**src/rtl/uart_pkg.sv**
```systemverilog
// Shared types and character constants for the JSON UART transmit path.
package uart_pkg;

   typedef enum logic [1:0] {IDLE, START, DATA, STOP} tx_state_t;

   localparam logic [7:0] ASCII_RBRACE = 8'h7D;
   localparam logic [7:0] ASCII_LF     = 8'h0A;

endpackage

```
**src/rtl/byte_fifo.sv**
```systemverilog
// Synchronous FIFO with registered occupancy count; rdata shows the head entry whenever !empty.
module byte_fifo #(
   parameter int WIDTH = 8,
   parameter int DEPTH = 32
) (
   input  logic                   clk,
   input  logic                   reset,
   input  logic                   push,
   input  logic                   pop,
   input  logic [WIDTH-1:0]       wdata,
   output logic [WIDTH-1:0]       rdata,
   output logic [$clog2(DEPTH):0] count,
   output logic                   full,
   output logic                   empty
);

   localparam int AW = $clog2(DEPTH);

   logic [WIDTH-1:0] mem_q [DEPTH];
   logic [AW-1:0]    wr_q;
   logic [AW-1:0]    rd_q;
   logic [AW:0]      count_q;
   logic             do_push;
   logic             do_pop;

   // Full/empty come from the registered count, so a same-cycle pop never frees a slot early.
   assign full    = (count_q == (AW+1)'(DEPTH));
   assign empty   = (count_q == '0);
   assign do_push = push && !full;
   assign do_pop  = pop && !empty;
   assign rdata   = mem_q[rd_q];
   assign count   = count_q;

   always_ff @(posedge clk) begin
      if (do_push) mem_q[wr_q] <= wdata;
   end

   always_ff @(posedge clk) begin
      if (reset) begin
         wr_q    <= '0;
         rd_q    <= '0;
         count_q <= '0;
      end else begin
         if (do_push) wr_q <= wr_q + AW'(1);
         if (do_pop)  rd_q <= rd_q + AW'(1);
         case ({do_push, do_pop})
            2'b10:   count_q <= count_q + (AW+1)'(1);
            2'b01:   count_q <= count_q - (AW+1)'(1);
            default: count_q <= count_q;
         endcase
      end
   end

endmodule

```
**src/rtl/json_uart_tx.sv**
```systemverilog
// Buffers a burst of ASCII bytes and serialises them 8N1, LSB first, idle high.
// Optional JSON_NEWLINE_EN: a line feed frame follows every '}' frame.
module json_uart_tx
   import uart_pkg::*;
#(
   parameter int CLK_FREQ   = 50_000_000,
   parameter int BAUD       = 115200,
   parameter int FIFO_DEPTH = 32
) (
   input  logic                        clk,
   input  logic                        reset,
   input  logic [7:0]                  in_data,
   input  logic                        in_valid,
   output logic                        in_ready,
   output logic                        uart_tx,
   output logic                        tx_busy,
   output logic [$clog2(FIFO_DEPTH):0] fifo_count,
   output logic                        overflow
);

   localparam int CLKS_PER_BIT = CLK_FREQ / BAUD;
   localparam int CNT_W        = $clog2(CLKS_PER_BIT);

   tx_state_t        state_q, state_d;
   logic [CNT_W-1:0] baud_q, baud_d;
   logic [2:0]       bit_q, bit_d;
   logic [7:0]       shift_q, shift_d;
   logic             tx_q, tx_d;
   logic             ovf_q;
   logic             baud_last;
   logic             fifo_pop, fifo_full, fifo_empty;
   logic [7:0]       fifo_rdata;
`ifdef JSON_NEWLINE_EN
   logic             lf_q, lf_d;
`endif

   byte_fifo #(.WIDTH(8), .DEPTH(FIFO_DEPTH)) u_fifo (
      .clk   (clk),
      .reset (reset),
      .push  (in_valid),
      .pop   (fifo_pop),
      .wdata (in_data),
      .rdata (fifo_rdata),
      .count (fifo_count),
      .full  (fifo_full),
      .empty (fifo_empty)
   );

   assign in_ready  = !fifo_full;
   assign overflow  = ovf_q;
   assign uart_tx   = tx_q;
   assign tx_busy   = (state_q != IDLE);
   assign baud_last = (baud_q == CNT_W'(CLKS_PER_BIT - 1));

   always_comb begin
      state_d  = state_q;
      baud_d   = baud_q + CNT_W'(1);
      bit_d    = bit_q;
      shift_d  = shift_q;
      fifo_pop = 1'b0;
`ifdef JSON_NEWLINE_EN
      lf_d     = lf_q;
`endif
      case (state_q)
         IDLE: begin
            baud_d = '0;
            bit_d  = '0;
            if (!fifo_empty) begin
               fifo_pop = 1'b1;
               shift_d  = fifo_rdata;
               state_d  = START;
`ifdef JSON_NEWLINE_EN
               lf_d     = (fifo_rdata == ASCII_RBRACE);
`endif
            end
         end
         START: begin
            if (baud_last) begin
               baud_d  = '0;
               bit_d   = '0;
               state_d = DATA;
            end
         end
         DATA: begin
            if (baud_last) begin
               baud_d  = '0;
               shift_d = {1'b0, shift_q[7:1]};
               if (bit_q == 3'd7) state_d = STOP;
               else               bit_d   = bit_q + 3'd1;
            end
         end
         STOP: begin
            // Next frame starts straight after the stop bit: no idle gap between frames.
            if (baud_last) begin
               baud_d = '0;
               bit_d  = '0;
`ifdef JSON_NEWLINE_EN
               if (lf_q) begin
                  shift_d = ASCII_LF;
                  lf_d    = 1'b0;
                  state_d = START;
               end else
`endif
               if (!fifo_empty) begin
                  fifo_pop = 1'b1;
                  shift_d  = fifo_rdata;
                  state_d  = START;
`ifdef JSON_NEWLINE_EN
                  lf_d     = (fifo_rdata == ASCII_RBRACE);
`endif
               end else begin
                  state_d = IDLE;
               end
            end
         end
         default: state_d = IDLE;
      endcase

      case (state_q)
         START:   tx_d = 1'b0;
         DATA:    tx_d = shift_q[0];
         default: tx_d = 1'b1;
      endcase
   end

   always_ff @(posedge clk) begin
      if (reset) begin
         state_q <= IDLE;
         baud_q  <= '0;
         bit_q   <= '0;
         tx_q    <= 1'b1;
         ovf_q   <= 1'b0;
`ifdef JSON_NEWLINE_EN
         lf_q    <= 1'b0;
`endif
      end else begin
         state_q <= state_d;
         baud_q  <= baud_d;
         bit_q   <= bit_d;
         tx_q    <= tx_d;
         ovf_q   <= ovf_q | (in_valid & fifo_full);
`ifdef JSON_NEWLINE_EN
         lf_q    <= lf_d;
`endif
      end
   end

   always_ff @(posedge clk) begin
      shift_q <= shift_d;
   end

endmodule

```
**config.mk**
```make
export PLATFORM = sky130hd
export DESIGN_NAME = json_uart_tx
export DESIGN_NICKNAME = d
export VERILOG_FILES = /design/src/rtl/uart_pkg.sv /design/src/rtl/byte_fifo.sv /design/src/rtl/json_uart_tx.sv
export SDC_FILE = /design/constraint.sdc
export NUM_CORES = 1
export LEC_CHECK = 0
export CAP_MARGIN = 40
export CORE_MARGIN = 8
export CORE_UTILIZATION = 30
export DETAILED_ROUTE_END_ITERATION = 10
export DONT_BUFFER_PORTS = 1
export GPL_TIMING_DRIVEN = 1
export PLACE_DENSITY = 0.41
export SLEW_MARGIN = 20
export SYNTH_ARGS = -nofsm -noshare
export SYNTH_HDL_FRONTEND = slang
export SYNTH_SLANG_ARGS = --single-unit
```
**constraint.sdc**
```tcl
create_clock -name clk -period 5.9 [get_ports clk]
set_clock_uncertainty 0.1 [all_clocks]
set_input_delay 1.18 -clock clk [delete_from_list [all_inputs] [get_ports clk]]
set_output_delay 1.18 -clock clk [all_outputs]
set_load 0.02 [all_outputs]
```
==> summary.txt <==
crit-path cells: or4b_1 -> o21a_1 -> inv_1 -> ha_1 -> xor2_1 -> ha_1 -> or4_1 -> o21a_1 -> or3_1 -> a21oi_1
worst slack, placed: 2.25 ns
Area growth syn-to-layout: 15.4%
placed inst area: 13,000 µm²
total die area: 47,500 µm²
sum of negative setup slack: 0 ns
Mean Syn Cell Area: 17.6 µm²
pin count of the biggest net entering global routing: 33
fin. max-slew vios: 0
first-pass GRT wire length: 42.2 mm
CP Data Arrival Time: 3.85 ns
DR vias: 6,271
PostCTS Resize Cnt: 0
clk sinks: 301
CP top delay family: simple AND/OR/NAND/NOR gates
CP Class: flip-flop to flip-flop
Die Y: 218 µm
worst min path class: flip-flop to flip-flop
H-tree levels: 2
status: complete, no violations
slowest CP cell: or4b_1
vias per std cell: 4.84
core area: 40,600 µm²
I/O Buffers: 0
worst rel slew slack: 56.7%
crit share post-route: 59.2%
Post-synth EDFFs: 264
initial DRC count: 342
sequential share of the synthesized area: 70.8%
routed length per instance: 22.1 µm
clock slew at reported path FFs: 0.06 ns
endpoints failing hold: 0
Final WS setup: 2.41 ns
DRC Markers: 0
Initial Util: 30.2%
Longest Clk Path Bufs: 3
row count: 74
top-area cell type share of the netlist area: 64.7%
crit path launch type: flip-flop
total CTS buffers: 35
Root Driver: clkbuf_16
ratio of cells with drive above 1 in the final layout: 22.0%
# hold bufs at CTS: 0
unrepaired setup endpoints after global routing: no
most frequent cells in the layout: 264 x edfxtp_1, 71 x nor2_1, 64 x mux4_2
vias in the first global route: 6,477
Max IR drop VDD: 0.000185 V
cell area after synthesis: 12,200 µm²
final worst path period need: 3.49 ns
total number of yosys warnings: 0
Syn Inst Count: 696
dpl hpwl: 18.8 mm
WP data required: 6.26 ns
most common cell after layout, fill and taps aside: edfxtp_1
wirelength, routed: 28.6 mm
CP max stage delay: 0.58 ns
width of the die: 218 µm
fmax: 286 MHz
CP Capture Type: flip-flop
Routed Antenna Nets: 0
Slew @ Worst Pin: 0.648 ns
Final setup viols: 0
initial antenna violation count: 1
Ant. Diodes: 0
Top FF cell, synth: edfxtp_1
Unique masters post-synth: 62
post-CTS setup buffer count: 0
post-route design area: 14,100 µm²
total grt overflow: 0
Lkg Pwr: 4.44 nW
NumNets Final: 766
I/O Pins: 21
Post-Syn Nets: 724
Synth area leaders: edfxtp_1 65%, mux4_2 12%, dfxtp_1 6.0%
overall fraction of global-route tracks in use: 12.0%
most area-hungry cell type in the Yosys netlist: edfxtp_1
GP Congestion: 0.791
CP Max Fanout: 10
Max Cap Violations: 0
WP buf/inv: 1
clock latency on the worst-skew pair: 0.54 ns
ys async rst share: 0%
#FFs+latches synth: 301
Pwr Density: 398 nW/µm²
Detailed Routing Iterations Pass 1: 4
CTS tree: built
==> power breakdown <==
part	switching, mW	total [mW]	internal (mW)	leakage [nW]
sequential	0.119	2.56	2.44	2.69
combinational	0.559	1.00	0.442	1.21
clock	0.843	2.07	1.22	0.540
==> stage by stage <==
| stage | util [%] | hold slack (ns) | power, mW | instances |
|---|---|---|---|---|
| floorplan | - | 0.330 | 3.36 | 696 |
| global route | 34.9 | 0.418 | 5.88 | 1296 |
| global placement | 31.5 | 0.346 | 3.59 | 1199 |
| detailed placement | 32.1 | 0.363 | 3.63 | 1232 |
| finish | 34.9 | 0.363 | 5.62 | 1296 |
| CTS | 34.8 | 0.377 | 5.72 | 1295 |
==> layout make-up <==
cell class / count / area (µm²)
clock buffer: 46 / 948
clock inverter: 17 / 144
fill: 3855 / 26400
inverter: 9 / 33.8
multi-input combinational: 352 / 3350
sequential: 301 / 8670
tap: 532 / 666
timing repair buffer: 39 / 325
==> final timing paths <==
| path | to | depth (start not counted) | from | slack (ns) |
|---|---|---|---|---|
| worst min register to register | baud_q[0]$_SDFF_PP0_ | 1 | baud_q[0]$_SDFF_PP0_ | 0.36 |
| worst max-delay path | u_fifo.count[4]$_SDFFE_PP0P_ | 10 | u_fifo.count[1]$_SDFFE_PP0P_ | 2.41 |
| worst max register to register | u_fifo.count[4]$_SDFFE_PP0P_ | 10 | u_fifo.count[1]$_SDFFE_PP0P_ | 2.41 |
| worst min-delay path | baud_q[0]$_SDFF_PP0_ | 1 | baud_q[0]$_SDFF_PP0_ | 0.36 |
==> kinds of logic (layout without fill, tap and decap cells) <==
family | count (synthesis) | count (layout) | share of synthesized area [%]
compound gates | 62 | 62 | 3.31
xor+xnor | 14 | 14 | 1.00
fa+ha+maj | 17 | 17 | 1.74
buf+inv | 43 | 111 | 1.90
flops | 301 | 301 | 70.8
mux | 97 | 97 | 14.5
simple gates | 162 | 162 | 6.73
==> registers in the layout, indices dropped and copies added, names as in the netlist, named ones only <==
register,flops
u_fifo.wr_q,5
baud_q,9
shift_q,8
u_fifo.mem_q,256
u_fifo.count,6
uart_tx,1
bit_q,3
overflow,1
state_q,2
u_fifo.rd_q,5
==> worst reg2reg max path, delay by kind of cell, from the launching register on <==
family	cells	cell delay, ns
xor+xnor	1	0.11
compound gates	3	0.62
flops	1	0.47
fa+ha+maj	2	0.58
buf+inv	1	0.13
simple gates	3	1.41
==> synthesized netlist by cell type (9+ instances only) <==
library cell and instances:
edfxtp_1 264, nor2_1 71, mux4_2 64, dfxtp_1 37, mux2i_1 26, nand2_1 22, ha_1 17, a21oi_1 14
nor2b_1 14, buf_2 12, clkbuf_1 11, nand3_1 10, o21ai_0 10, inv_1 9
==> per-layer routing <==
layer	GRT usage [%]	part of all wire, %	vias to the layer above
met5	0	0	-
met4	3.56	2.1	0
met3	3.23	5.1	47
met2	19.9	49	138
met1	15.1	43	3242
li1	-	-	2844
(Power assumes the default switching activity.)
